**src/rtl/booth_mult_unit.sv**
```systemverilog
// Sequential signed NxN radix-2 Booth multiplier: one add/sub plus one
// arithmetic shift per clock, result latched into `product` on the final step.
module booth_mult_unit #(
  parameter int N  = 32,
  parameter int SW = 6
) (
  input  logic           Clk,
  input  logic           reset,
  input  logic           start,
  input  logic [N-1:0]   multiplicand,
  input  logic [N-1:0]   multiplier,
  output logic           busy,
  output logic           done,
  output logic [SW-1:0]  step,
  output logic [2*N-1:0] product
);

  typedef enum logic [1:0] {
    ST_IDLE = 2'd0,
    ST_RUN  = 2'd1,
    ST_DONE = 2'd2
  } state_t;

  state_t         state_q, state_d;
  logic [N-1:0]   m_q, m_d;
  logic [N:0]     acc_q, acc_d;
  logic [N-1:0]   q_q, q_d;
  logic           qm1_q, qm1_d;
  logic [SW-1:0]  step_q, step_d;
  logic [2*N-1:0] product_q, product_d;

  logic [N:0]     m_ext;
  logic [N:0]     sum;
  logic [N:0]     acc_sh;
  logic [N-1:0]   q_sh;

  // Accumulator is one bit wider than M so -2^(N-1) never overflows.
  assign m_ext = {m_q[N-1], m_q};

  always_comb begin
    sum = acc_q;
    case ({q_q[0], qm1_q})
      2'b01:   sum = acc_q + m_ext;
      2'b10:   sum = acc_q - m_ext;
      default: sum = acc_q;
    endcase
    acc_sh = {sum[N], sum[N:1]};
    q_sh   = {sum[0], q_q[N-1:1]};
  end

  always_comb begin
    state_d   = state_q;
    m_d       = m_q;
    acc_d     = acc_q;
    q_d       = q_q;
    qm1_d     = qm1_q;
    step_d    = step_q;
    product_d = product_q;
    case (state_q)
      ST_IDLE: begin
        if (start) begin
          m_d     = multiplicand;
          acc_d   = '0;
          q_d     = multiplier;
          qm1_d   = 1'b0;
          step_d  = '0;
          state_d = ST_RUN;
        end
      end
      ST_RUN: begin
        acc_d  = acc_sh;
        q_d    = q_sh;
        qm1_d  = q_q[0];
        step_d = step_q + 1'b1;
        // Final step: capture the shifted pair directly as the result.
        if (step_q == SW'(N - 1)) begin
          state_d   = ST_DONE;
          product_d = {acc_sh[N-1:0], q_sh};
        end
      end
      ST_DONE: begin
        state_d = ST_IDLE;
      end
      default: begin
        state_d = ST_IDLE;
      end
    endcase
  end

  always_ff @(posedge Clk or posedge reset) begin
    if (reset) begin
      state_q   <= ST_IDLE;
      m_q       <= '0;
      acc_q     <= '0;
      q_q       <= '0;
      qm1_q     <= 1'b0;
      step_q    <= '0;
      product_q <= '0;
    end else begin
      state_q   <= state_d;
      m_q       <= m_d;
      acc_q     <= acc_d;
      q_q       <= q_d;
      qm1_q     <= qm1_d;
      step_q    <= step_d;
      product_q <= product_d;
    end
  end

  assign busy    = (state_q == ST_RUN);
  assign done    = (state_q == ST_DONE);
  assign step    = step_q;
  assign product = product_q;

endmodule

```
**config.mk**
```make
export PLATFORM = sky130hd
export DESIGN_NAME = booth_mult_unit
export DESIGN_NICKNAME = d
export VERILOG_FILES = /design/src/rtl/booth_mult_unit.sv
export SDC_FILE = /design/constraint.sdc
export NUM_CORES = 1
export LEC_CHECK = 0
export CORE_ASPECT_RATIO = 0.9
export CORE_MARGIN = 5
export CORE_UTILIZATION = 55
export CTS_BUF_LIST = sky130_fd_sc_hd__clkbuf_16
export CTS_CLUSTER_DIAMETER = 100
export DETAILED_ROUTE_END_ITERATION = 8
export PLACE_DENSITY = 0.77
export SLEW_MARGIN = 40
export SYNTH_ARGS = -nofsm -noshare
export SYNTH_HDL_FRONTEND = slang
export SYNTH_SLANG_ARGS = --single-unit
```
**constraint.sdc**
```tcl
create_clock -name Clk -period 7.4 [get_ports Clk]
set_input_delay 1.85 -clock Clk [delete_from_list [all_inputs] [get_ports Clk]]
set_output_delay 1.85 -clock Clk [all_outputs]
set_load 0.02 [all_outputs]
```
* Word-level counts from Yosys, hierarchy flattened
Cells that the tools add are included.
Cells by class: equality and inequality tests 7, multiplexer cells 12, order comparisons 0, reduce and logical (&&, ||, !) cells 6, multipliers 0, divide/modulo/power cells 0, shifts and indexed selects 0, add/sub/neg operators 3, bitwise gates (word level) 0
Operators with widths (number):
- $pmux 33 s2 | 2
- $pmux 32 s2 | 1
- $add 33x33->33 | 1
- $mux 33 | 1
- $sub 33x33->33 | 1
- $mux 32 | 1
- $pmux 6 s2 | 1
- $reduce_and 2->1 | 4
- $add 6x1->6 const B | 1
- $eq 6x5->1 const B | 1
- $mux 6 | 1
- $eq 2x1->1 const B | 2
- $eq 2x2->1 const B | 2
- $mux 2 | 2
- $pmux 2 s2 | 1
- $logic_not 2->1 | 1
- $ne 2x1->1 const B | 1
- $ne 2x2->1 const B | 1
- $pmux 1 s2 | 1
- $reduce_bool 2->1 | 1
- $mux 1 | 1
Word-level totals: bits in read-only memories 0, bits in writable memories 0, memories 0, bits in registers 170, bits of input ports 67, logic and storage cells 35, latch bits 0

* Logic depth before layout (Yosys ltp)
Gate-level depths: netlist of the first run.
depth after elaboration 3, gate-level depth with buffers 19, mapped depth without buffers 19

* Least setup slack after synthesis of the first run
Ideal clock, no wire load.
kind reg-to-reg, start point register m_q[9], end point register product_q[62], in the netlist product[62], clock period less this slack 4.332 ns, required time 7.275 ns, cell stages (with the launch flop) 18, arrival 4.207 ns, path slack 3.068 ns, path buffers 0, path through dfrtp_1 -> or3_1 -> or3_1 -> nor2_1 -> nand2_1 -> nor2_1 -> nor2_1 -> xnor2_1 -> ha_1 -> and3_1 -> a221o_1 -> or3_1 -> a211o_1 -> and4_4 -> or3_4 -> o211ai_2 -> o211ai_2 -> mux2_4
On the way: longest elaborated chain between the ends 2, elaborated cells between the ends (all ways) 3, those cells by class add/sub (2); mux (1)
Ends and longest elaborated chain:
- start: declaration | line 25 | logic [N-1:0] m_q, m_d;
- start signal: assignment | line 101 | m_q <= m_d;
- $sub 33x33->33 / $add 33x33->33 (equally long branches) | line 44, 43
- $pmux 33 s2 (*) | line 42 | case ({q_q[0], qm1_q})
- end signal: assignment | line 106 | product_q <= product_d;
- end: declaration | line 30 | logic [2*N-1:0] product_q, product_d;
Every way passes the cells marked *; elsewhere a longest branch is shown, timed or not. A chain may end at the register's enable or synchronous reset.

* Worst setup path after layout of the first run
start point register m_q[4], end point register product_q[62], in the netlist product[62]
Same word-level chain as after synthesis.

==> results by group, run 1 <==
Outcome
  • Outcome: finished, final reports clean

Routing
  • # DRC: 0
  • DRT iter0 DRCs: about 600
  • Final wirelength: between 20 and 25 mm
  • DRT Pass-1 Iters: 6
  • Total vias in the final route: 7952
  • DR WL/cell: about 17 um
  • Via density: between 5 and 6
  • Post-route ant nets: 0

Final layout
  • Fillers: around 1400
  • Final nets: roughly 1300
  • Final Non-Filler Cells: between 1000 and 1500
  • Ant. Diodes: 0
  • Area grow syn2layout: 22.0%
  • Layout cell share with drive strength beyond 1: approximately 7.7%

Power and ir drop
  • Gate power share: roughly 60%
  • Clk pwr share: between 10% and 20%
  • Internal: 0.00364 W
  • Peak VDD IR: 0.259 mV
  • Psw: ~0.0030 W
  • Switching share of power: around 45%
  • PD cells: 577 nW/um^2
  • Flop pwr share: roughly a quarter
  • Static Leak: 5.23 nW

Logic synthesis
  • Top FF cell, synth: dfrtp_1
  • EDFF count, synth: 0
  • Post-synthesis cell type count: 63
  • Synthesized area: 9450 um^2
  • Yosys warns: 0
  • Ys async rst share: 100%
  • Syn Inst Count: roughly 1000
  • Mapped Nets: roughly 1200
  • Synth Area per Inst: between 9 and 10 um^2
  • Sequential fraction of the synthesis area: ~45%
  • Yosys reg bits: around 170

Worst setup path
  • Reg2Reg Launch Point: m_q[4]$_DFFE_PP0P_
  • Worst stage delay on the critical path: 590 ps
  • Reg-to-reg endpoint: product[62]$_DFFE_PP0P_
  • Setup crit end kind: flop
  • Slowest cell on crit path: nor4_1
  • Buffers and inverters on the worst path: 0
  • Delay-heaviest family, CP: simple AND/OR/NAND/NOR gates
  • CP startpoint kind: flop
  • Crit path required time: approximately 7700 ps
  • CP Data Arrival Time: a little over 5000 ps
  • Worst setup path class: flop to flop
  • Critical path peak fanout: 7
  • Reg2reg path depth: 17
  • CP Depth: 17
  • Worst path cell trace: nor3_1 -> nand2_1 -> nor4_1 -> nand2_1 -> nor2_1 -> nor2_1 -> xnor2_1 -> ha_1 -> and3_1 -> a221o_1 -> or3_1 -> a211o_1 -> and4_4 -> or3_4 -> o211ai_2 -> o211ai_2 -> mux2_4
  • Flop2flop setup slack: roughly 2500 ps

Timing
  • Fin worst setup slack: approximately 2500 ps
  • Final setup viols: 0
  • RSZ-0062 raised after global routing: false
  • Worst Max-Slew Pin Slew: 788 ps
  • Final hold vios: 0
  • Relative slew margins: between 40% and 50%
  • Peak Freq: 206 MHz
  • Tmin final: about 5000 ps
  • Hold_ws: between 400 and 500 ps
  • Fin crit share: approximately two thirds
  • Clock skew: a little under 8 ps
  • Fin Setup TNS: 0 ps
  • Fin. max-slew vios: 0

Place
  • Place WS: 2570 ps
  • Placed Cells: around 1300
  • RD Place Congestion: ~0.91
  • IO Port Bufs: roughly 140
  • HPWL Detailed: 15.7 mm

Clock network
  • CTS tree: yes
  • Root buf cell: clkbuf_16
  • Clock Pin Slew Worst Setup and Hold Paths: roughly 70 ps
  • Hold Buf Count CTS: 0
  • Clock sinks: approximately 170
  • Worst skew pair latency: between 400 and 500 ps
  • CTS max path bufs: 2
  • Setup Fix Bufs, Post-CTS: 0
  • PostCTS Resize Cnt: 0
  • H-tree depth: 4
  • Cts bufs inserted: 17

Global routing
  • Gr ovfl total: 0
  • First-pass GRT wire length: between 30 and 40 mm
  • Pin count of the biggest net entering global routing: 76
  • Antenna violations before repair: 0
  • Vias in the first global route: about 7600
  • Overall global routing resource usage: 23.5%

Worst hold path
  • Hold Crit Class: flop to flop
  • Hold_sp: product[26]$_DFFE_PP0P_
  • Hold Path Sink: product[26]$_DFFE_PP0P_
  • Hold path depth: 2

Die
  • Die W: ~150 um
  • Die footprint: approximately 20000 um^2
  • Die Ht: about 130 um
  • CORE AREA: around 17000 um^2
  • Site Rows: 45
  • IO Pins: 139
  • Initial core utilization: ~56%

Run
  • Max cap viols: 0
## cell type report
class | instances | area (um^2) | area share, %
clock buffer | 17 | 425 | 3.69
timing repair buffer | 149 | 1470 | 12.8
tap | 211 | 264 | 2.29
sequential | 169 | 4230 | 36.7
multi-input combinational | 793 | 4900 | 42.5
clock inverter | 14 | 124 | 1.07
inverter | 27 | 109 | 0.945
## flip-flops by register name, indices dropped and copies added (netlist names)
name,cells
product,64
acc_q,32
m_q,32
q_q,32
step,6
state_q,2
qm1_q,1
## tightest hold or removal path, cell delays in order, from the launching register on
cell	delay, ps
dfrtp_1	340
nand2_1	50
nand2_1	50
## stage by stage
step / utilization (%) / total power, W / area (um^2)
floorplan: - / 0.00469 / 9450
global placement: 64.9 / 0.00564 / 11000
detailed placement: 65.0 / 0.00575 / 11000
CTS: 68.2 / 0.00663 / 11500
global route: 68.2 / 0.00720 / 11500
finish: 68.2 / 0.00665 / 11500
## kinds of logic after synthesis
logic type / Yosys count / share of synthesized area (%)
simple gates: 376 / 18.6
compound gates: 282 / 18.0
flops: 169 / 44.8
buf+inv: 87 / 3.63
xor+xnor: 58 / 5.38
mux: 41 / 4.82
fa+ha+maj: 36 / 4.85
## cells in the mapped netlist, types with 7 or more instances
cell      number  share of area (%)
mux2_2        32                3.8
dfrtp_1      169                 45
xor2_1        16                1.5
a211oi_1       7               0.56
a21o_1        12               0.95
inv_1         26                1.0
nor2_1        55                2.2
nor2b_1       17                1.1
o31ai_1        7               0.56
mux2i_1        8               0.85
and3_1         7               0.46
ha_1          35                4.6
nor3_1        18               0.95
nand2_1      211                8.4
xnor2_1       42                3.9
o21a_1         7               0.56
clkbuf_1      51                2.0
a21oi_1       91                4.8
nand2b_1      11               0.73
a22o_1        16                1.5
and3b_1       21                1.9
o21ai_0       96                5.1
nand3_1        9               0.48
a22oi_1       11               0.87
## power groups by stage
stage	combinational (W)	sequential (W)	clock (W)
2_1_floorplan	0.00283	0.00186	0
6_report	0.00406	0.00174	0.000848
3_5_place_dp	0.00400	0.00175	0
3_3_place_gp	0.00391	0.00173	0
5_1_grt	0.00449	0.00180	0.000900
4_1_cts	0.00403	0.00174	0.000860
## layout by cell type, fill, tap and decap left out, types with 5 or more instances in the layout
cell | netlist | routed
inv_1 | 26 | 24
a211oi_1 | 7 | 7
nand2b_1 | 11 | 11
and3b_1 | 21 | 21
a21oi_1 | 91 | 91
xnor2_1 | 42 | 42
o211ai_1 | 5 | 5
mux2_2 | 32 | 32
a22oi_1 | 11 | 11
nand2_1 | 211 | 210
o31ai_1 | 7 | 7
dfrtp_1 | 169 | 169
o21a_1 | 7 | 7
and3_1 | 7 | 7
ha_1 | 35 | 34
nand3_1 | 9 | 9
mux2i_1 | 8 | 8
a21o_1 | 12 | 12
nor2_1 | 55 | 55
a22o_1 | 16 | 16
buf_4 | 2 | 10
o21ai_0 | 96 | 96
clkdlybuf4s50_1 | 0 | 138
clkbuf_16 | 0 | 17
a31oi_1 | 5 | 5
nor2b_1 | 17 | 16
nor3_1 | 18 | 18
xor2_1 | 16 | 16
## how the worst max path moves through the flow
| stage | start | slack [ps] | to |
|---|---|---|---|
| floorplan | reset | 970 | acc_q[0]$_DFFE_PP0P_ |
| global placement | start | 2630 | m_q[30]$_DFFE_PP0P_ |
| detailed placement | m_q[4]$_DFFE_PP0P_ | 2570 | product[62]$_DFFE_PP0P_ |
| CTS | m_q[4]$_DFFE_PP0P_ | 2550 | product[62]$_DFFE_PP0P_ |
| global route | m_q[2]$_DFFE_PP0P_ | 2250 | product[58]$_DFFE_PP0P_ |
| finish | m_q[4]$_DFFE_PP0P_ | 2540 | product[62]$_DFFE_PP0P_ |
## routing by layer
layer / wire length, um / track usage, % / vias up
met5: 0 / 0 / -
met4: 227 / 4.77 / 0
met3: 1510 / 4.36 / 26
met2: 10300 / 36.1 / 257
met1: 11100 / 35.2 / 3802
li1: - / - / 3867
Power figures use the tool's default switching activity.
==> run 2: changes to the inputs <==
Clock period 7.4 ns to 4.66 ns, I/O delays scaled along.
==> run 2 against run 1 <==
Sequential power grew 59%. Combinational power grew 61%. Worst hold slack is essentially flat. Clock skew grew 7.9 ps. Total power grew 60%. Register-to-register slack lost 2300 ps. Worst setup slack lost 2300 ps. Non-clock buffer count grew 9. Largest power group unchanged. Cell count grew 0.65%. Fmax grew 9.0%. Cell area grew 0.92%. Die area is the same.
==> results by group, run 2 (synthesized netlist as in run 1, its figures left out) <==
Power and ir drop
  • PD cells: 917 nW/um^2 (+59%)
  • Peak VDD IR: 0.533 mV (+110%)
  • Clk pwr share: 12.7% (about the same)
  • Flop pwr share: 25.9% (-0.3 points)
  • Internal: 0.00580 W (+60%)
  • Switching share of power: 45.6% (+0.30 points)
  • Static Leak: 5.27 nW (+0.90%)
  • Gate power share: 61.4% (+0.3 points)
  • Psw: 0.00487 W (+61%)

Place
  • IO Port Bufs: 138 (unchanged)
  • DP Area: 11000 um^2 (+0.67%)
  • HPWL Detailed: 15.8 mm (+0.82%)
  • RD Place Congestion: 0.917 (+0.44%)
  • Placed Cells: 1357 (+0.59%)
  • Place WS: 207 ps (-2360 ps)

Worst setup path
  • Reg2Reg Launch Point: m_q[9]$_DFFE_PP0P_
  • Critical path peak fanout: 7 (unchanged)
  • CP endpoint: product[62]$_DFFE_PP0P_
  • Setup crit end kind: flop
  • Reg-to-reg endpoint: product[62]$_DFFE_PP0P_
  • CP startpoint kind: flop
  • Reg2reg path depth: 17 (unchanged)
  • CP Data Arrival Time: 4770 ps (-400 ps)
  • Worst setup path class: flop to flop
  • Crit path required time: 4970 ps (-2750 ps)
  • Critical Path Source: m_q[9]$_DFFE_PP0P_
  • Flop2flop setup slack: 210 ps (-2340 ps)

Timing
  • Worst Max-Slew Pin Slew: 678 ps (-110 ps)
  • Peak Freq: 225 MHz (+9.0%)
  • RSZ-0062 raised after global routing: false
  • Relative slew margins: 54.8% (+7.3 points)
  • Final hold vios: 0 (unchanged)
  • Hold_ws: 473 ps (-0.147 ps)
  • Fin crit share: 95.6% (+30 points)
  • Clock skew: 15.6 ps (+7.92 ps)
  • Tmin final: 4450 ps (-401 ps)
  • Final setup viols: 0 (unchanged)
  • Fin. max-slew vios: 0 (unchanged)
  • Fin worst setup slack: 206 ps (-2340 ps)
  • Fin Setup TNS: 0 ps (unchanged)

Clock network
  • Clock sinks: 169 (unchanged)
  • H-tree depth: 4 (unchanged)
  • CTS max path bufs: 2 (unchanged)
  • Hold Buf Count CTS: 0 (unchanged)
  • Root buf cell: clkbuf_16
  • Clock Pin Slew Worst Setup and Hold Paths: 70 ps (about the same)
  • CTS tree: yes
  • Worst skew pair latency: 440 ps (about the same)
  • Cts bufs inserted: 17 (unchanged)

Die
  • Initial core utilization: 55.9% (unchanged)
  • Site Rows: 45 (unchanged)
  • Die Ht: 134 um (unchanged)
  • Die W: 148 um (unchanged)
  • Die footprint: 19900 um^2 (unchanged)
  • CORE AREA: 16900 um^2 (unchanged)
  • IO Pins: 139 (unchanged)

Worst hold path
  • Hold_sp: product[14]$_DFFE_PP0P_
  • Hold Crit Class: flop to flop
  • Hold path depth: 2 (unchanged)

Global routing
  • Vias in the first global route: 7606 (+0.33%)
  • First-pass GRT wire length: 38.5 mm (+0.50%)
  • Pin count of the biggest net entering global routing: 115 (+51%)
  • Overall global routing resource usage: 23.8% (+0.27 points)
  • Antenna violations before repair: 0 (unchanged)
  • Gr ovfl total: 0 (unchanged)

Routing
  • Via density: 5.70 (-1.0%)
  • Post-route ant nets: 0 (unchanged)
  • Met2 WL: 10.4 mm (+1.5%)
  • M1 WL: 11.1 mm (+0.15%)
  • DRT Pass-1 Iters: 6 (unchanged)
  • Top Layer Used: met4
  • DRT iter0 DRCs: 649 (+9.4%)
  • DR WL/cell: 16.8 um (+0.58%)
  • Final wirelength: 23.4 mm (+1.2%)
  • Total vias in the final route: 7923 (-0.36%)
  • Met3 wire length: 1.52 mm (+1.1%)
  • # DRC: 0 (unchanged)

Final layout
  • Commonest non-fill, non-tap cells in the layout: nand2_1 (210), dfrtp_1 (169), clkdlybuf4s50_1 (138)
  • Fillers: 1400 (+1.7%)
  • Final Non-Filler Cells: 1389 (+0.65%)
  • Final nets: 1269 (+0.71%)
  • Layout cell share with drive strength beyond 1: 8.74% (+1.0 points)
  • Ant. Diodes: 0 (unchanged)
  • Commonest non-fill, non-tap cell in the layout: nand2_1
  • Fin area: 11600 um^2 (+0.92%)
  • Max reg flops: 64 (unchanged)
  • Area grow syn2layout: 23.1%

Run
  • Max cap viols: 0 (unchanged)

Outcome
  • Outcome: finished, final reports clean
## run 2: changes by cell type in the layout (fill, tap and decap cells not counted), sizes merged
cell	previous run	this run
buf	11	20
clkinv	9	4
inv	30	34
clkinvlp	1	3
bufinv	1	0
## run 2: worst min path at each step
| stage | endpoint | slack [ps] |
|---|---|---|
| floorplan | acc_q[0]$_DFFE_PP0P_ | 450 |
| global placement | product[34]$_DFFE_PP0P_ | 460 |
| detailed placement | product[14]$_DFFE_PP0P_ | 460 |
| CTS | product[14]$_DFFE_PP0P_ | 480 |
| global route | product[50]$_DFFE_PP0P_ | 510 |
| finish | product[14]$_DFFE_PP0P_ | 470 |
## run 2: routing by layer
metal | vias up | global-route usage (%)
met2 | 248 | 36.5
li1 | 3893 | -
met4 | 0 | 6.88
met3 | 22 | 4.73
met5 | - | 0
met1 | 3760 | 34.5
## run 2: power by group through the flow
stage | sequential (W) | combinational [W] | clock [W]
detailed placement | 0.00277 | 0.00646 | 0
floorplan | 0.00295 | 0.00450 | 0
global route | 0.00286 | 0.00723 | 0.00144
CTS | 0.00275 | 0.00651 | 0.00139
finish | 0.00276 | 0.00655 | 0.00136
global placement | 0.00275 | 0.00627 | 0
## run 2: cell type report
cell class	instances	area, um^2	area share, %
Clock inverter	14	131	1.13
Sequential cell	169	4230	36.4
Clock buffer	17	425	3.66
Multi-Input combinational cell	793	4920	42.3
Timing Repair Buffer	158	1560	13.4
Inverter	27	108	0.925
Tap cell	211	264	2.27
## run 2: metrics by stage
step	total power (W)	utilization, %
after floorplan	0.00745	-
after global placement	0.00901	65.3
after detailed placement	0.00923	65.4
after CTS	0.0106	68.7
after global routing	0.0115	68.9
final	0.0107	68.9
## run 2: timing repair
| item | 4_1_cts | 5_1_grt |
|---|---|---|
| gates resized for setup | 0 | 2 |
| setup endpoints to repair | 0 | 4 |
| hold endpoints to repair | 0 | 0 |
| setup buffers | 0 | 0 |
## run 2: critical path, cell delays in order, from the launching register on
cell      delay [ps]
dfrtp_1          420
or3_1            400
or3_1            330
nor2_1           130
nand2_1           80
nor2_1           160
nor2_1            70
xnor2_1          140
ha_2             330
and3_1           170
a221o_1          320
or3_1            310
a211o_1          320
and4_4           160
or3_4            410
o211ai_2         190
o211ai_2         120
mux2_4           270
==> run 3: changes to the inputs <==
Settings changed: CORE_MARGIN 5 to default.
==> run 3 against run 2 <==
Non-clock buffer count decreased by 1. Clock-buffer cell count unchanged. Critical path depth unchanged. Sequential share of layout area decreased by 0.083 points. Cell count unchanged. Critical endpoint unchanged.
==> results by group, run 3 (synthesized netlist as in run 1, its figures left out) <==
Clock network
  • H-tree depth: 4 (unchanged)
  • CTS tree: yes
  • CTS max path bufs: 2 (unchanged)
  • Worst skew pair latency: 440 ps (about the same)
  • Cts bufs inserted: 17 (unchanged)
  • Clock sinks: 169 (unchanged)
  • Hold Buf Count CTS: 0 (unchanged)
  • Root buf cell: clkbuf_16
  • Clock Pin Slew Worst Setup and Hold Paths: 70 ps (about the same)

Timing
  • Tmin final: 4390 ps (-59.3 ps)
  • Hold_ws: 474 ps (+1.09 ps)
  • Clock skew: 12.2 ps (-3.44 ps)
  • Fin Setup TNS: 0 ps (unchanged)
  • RSZ-0062 raised after global routing: false
  • Final setup viols: 0 (unchanged)
  • Fin crit share: 94.3% (-1.3 points)
  • Final hold vios: 0 (unchanged)
  • Fin worst setup slack: 265 ps (+59.3 ps)
  • Peak Freq: 228 MHz (+1.3%)
  • Worst Max-Slew Pin Slew: 679 ps (+1.64 ps)
  • Fin. max-slew vios: 0 (unchanged)
  • Relative slew margins: 54.5% (-0.27 points)

Routing
  • DRT Pass-1 Iters: 7 (+1)
  • # DRC: 0 (unchanged)
  • DR WL/cell: 16.6 um (-1.6%)
  • Total vias in the final route: 7951 (+0.35%)
  • Final wirelength: 23.0 mm (-1.6%)
  • Post-route ant nets: 0 (unchanged)
  • DRT iter0 DRCs: 658 (+1.4%)
  • Via density: 5.72 (+0.35%)

Die
  • CORE AREA: 16800 um^2 (-0.33%)
  • Die W: 140 um (-5.4%)
  • Die footprint: 17700 um^2 (-11%)
  • Site Rows: 45 (unchanged)
  • IO Pins: 139 (unchanged)
  • Initial core utilization: 56.1% (+0.19 points)
  • Die Ht: 126 um (-6.0%)

Power and ir drop
  • Static Leak: 5.29 nW (+0.27%)
  • Peak VDD IR: 0.432 mV (-19%)
  • PD cells: 918 nW/um^2 (+0.12%)

Place
  • RD Place Congestion: 0.895 (-2.4%)
  • Place WS: 225 ps (+18.1 ps)
  • HPWL Detailed: 15.7 mm (-0.84%)
  • IO Port Bufs: 138 (unchanged)

Worst setup path
  • Setup crit end kind: flop
  • Reg-to-reg endpoint: product[62]$_DFFE_PP0P_
  • CP startpoint kind: flop
  • Reg2reg path depth: 17 (unchanged)
  • CP Data Arrival Time: 4720 ps (-50 ps)
  • Flop2flop setup slack: 270 ps (+60 ps)
  • Reg2Reg Launch Point: m_q[9]$_DFFE_PP0P_
  • Critical path peak fanout: 7 (unchanged)
  • Worst setup path class: flop to flop
  • CP endpoint: product[62]$_DFFE_PP0P_
  • Crit path required time: 4980 ps (about the same)
  • Critical Path Source: m_q[9]$_DFFE_PP0P_

Global routing
  • Overall global routing resource usage: 27.4% (+3.6 points)
  • Antenna violations before repair: 0 (unchanged)
  • First-pass GRT wire length: 38.2 mm (-0.70%)
  • Gr ovfl total: 0 (unchanged)
  • Vias in the first global route: 7492 (-1.5%)
  • Pin count of the biggest net entering global routing: 91 (-21%)

Final layout
  • Commonest non-fill, non-tap cells in the layout: nand2_1 (210), dfrtp_1 (168), clkdlybuf4s50_1 (138)
  • Ant. Diodes: 0 (unchanged)
  • Commonest non-fill, non-tap cell in the layout: nand2_1
  • Final nets: 1268 (-0.079%)
  • Fillers: 1370 (-2.1%)
  • Area grow syn2layout: 23.4%
  • Post-Route Utilization: 69.3% (+0.41 points)
  • Layout cell share with drive strength beyond 1: 8.83% (+0.085 points)
  • Max reg flops: 64 (unchanged)

Run
  • Max cap viols: 0 (unchanged)

Worst hold path
  • Hold Crit Class: flop to flop

Outcome
  • Outcome: finished, final reports clean
run 3: cell type report:
cell class / instances / area [um^2] / area share, %
Multi-Input combinational cell: 793 / 4920 / 42.2
Timing Repair Buffer: 157 / 1550 / 13.3
Clock inverter: 15 / 160 / 1.37
Sequential cell: 169 / 4230 / 36.3
Clock buffer: 17 / 425 / 3.65
Tap cell: 211 / 264 / 2.26
Inverter: 27 / 108 / 0.923
run 3: metrics by stage:
stage / total power, W / area, um^2 / std cells
2_1_floorplan: 0.00745 / 9450 / 1049
3_3_place_gp: 0.00902 / 11000 / 1356
3_5_place_dp: 0.00920 / 11100 / 1356
4_1_cts: 0.0107 / 11600 / 1388
5_1_grt: 0.0116 / 11700 / 1389
6_report: 0.0107 / 11700 / 1389
run 3: layer usage:
layer	wire, um	vias to the layer above	GRT usage [%]
met5	0	-	0
li1	-	3883	-
met3	1310	24	4.79
met4	342	0	8.02
met2	10300	234	41.8
met1	11100	3810	40.2
run 3: critical path, cell delays in order, from the launching register on:
cell,delay (ps)
dfrtp_2,440
or3_1,390
or3_1,330
nor2_1,140
nand2_1,70
nor2_1,150
nor2_1,70
xnor2_1,150
ha_2,330
and3_1,150
a221o_1,330
or3_1,310
a211o_1,280
and4_4,170
or3_4,410
o211ai_2,180
o211ai_2,120
mux2_4,270
run 3: timing repair:
item / in CTS / in global routing
buffers inserted: 0 / 1
setup endpoints to repair: 0 / 4
gates resized for setup: 0 / 5
run 3: worst min path at each step:
stage / endpoint / slack (ps) / start / cells after the start
finish: product[23]$_DFFE_PP0P_ / 470 / product[23]$_DFFE_PP0P_ / 2
global route: product[26]$_DFFE_PP0P_ / 500 / product[26]$_DFFE_PP0P_ / 2
CTS: product[22]$_DFFE_PP0P_ / 480 / product[22]$_DFFE_PP0P_ / 2
detailed placement: product[9]$_DFFE_PP0P_ / 460 / product[9]$_DFFE_PP0P_ / 2
global placement: product[22]$_DFFE_PP0P_ / 460 / product[22]$_DFFE_PP0P_ / 2
floorplan: acc_q[0]$_DFFE_PP0P_ / 450 / acc_q[0]$_DFFE_PP0P_ / 2
run 3: power breakdown:
part	switching, W	total, W	internal (W)
Clock	0.000668	0.00143	0.000760
Sequential	0.000606	0.00278	0.00217
Combinational	0.00358	0.00650	0.00293
Total	0.00485	0.0107	0.00586
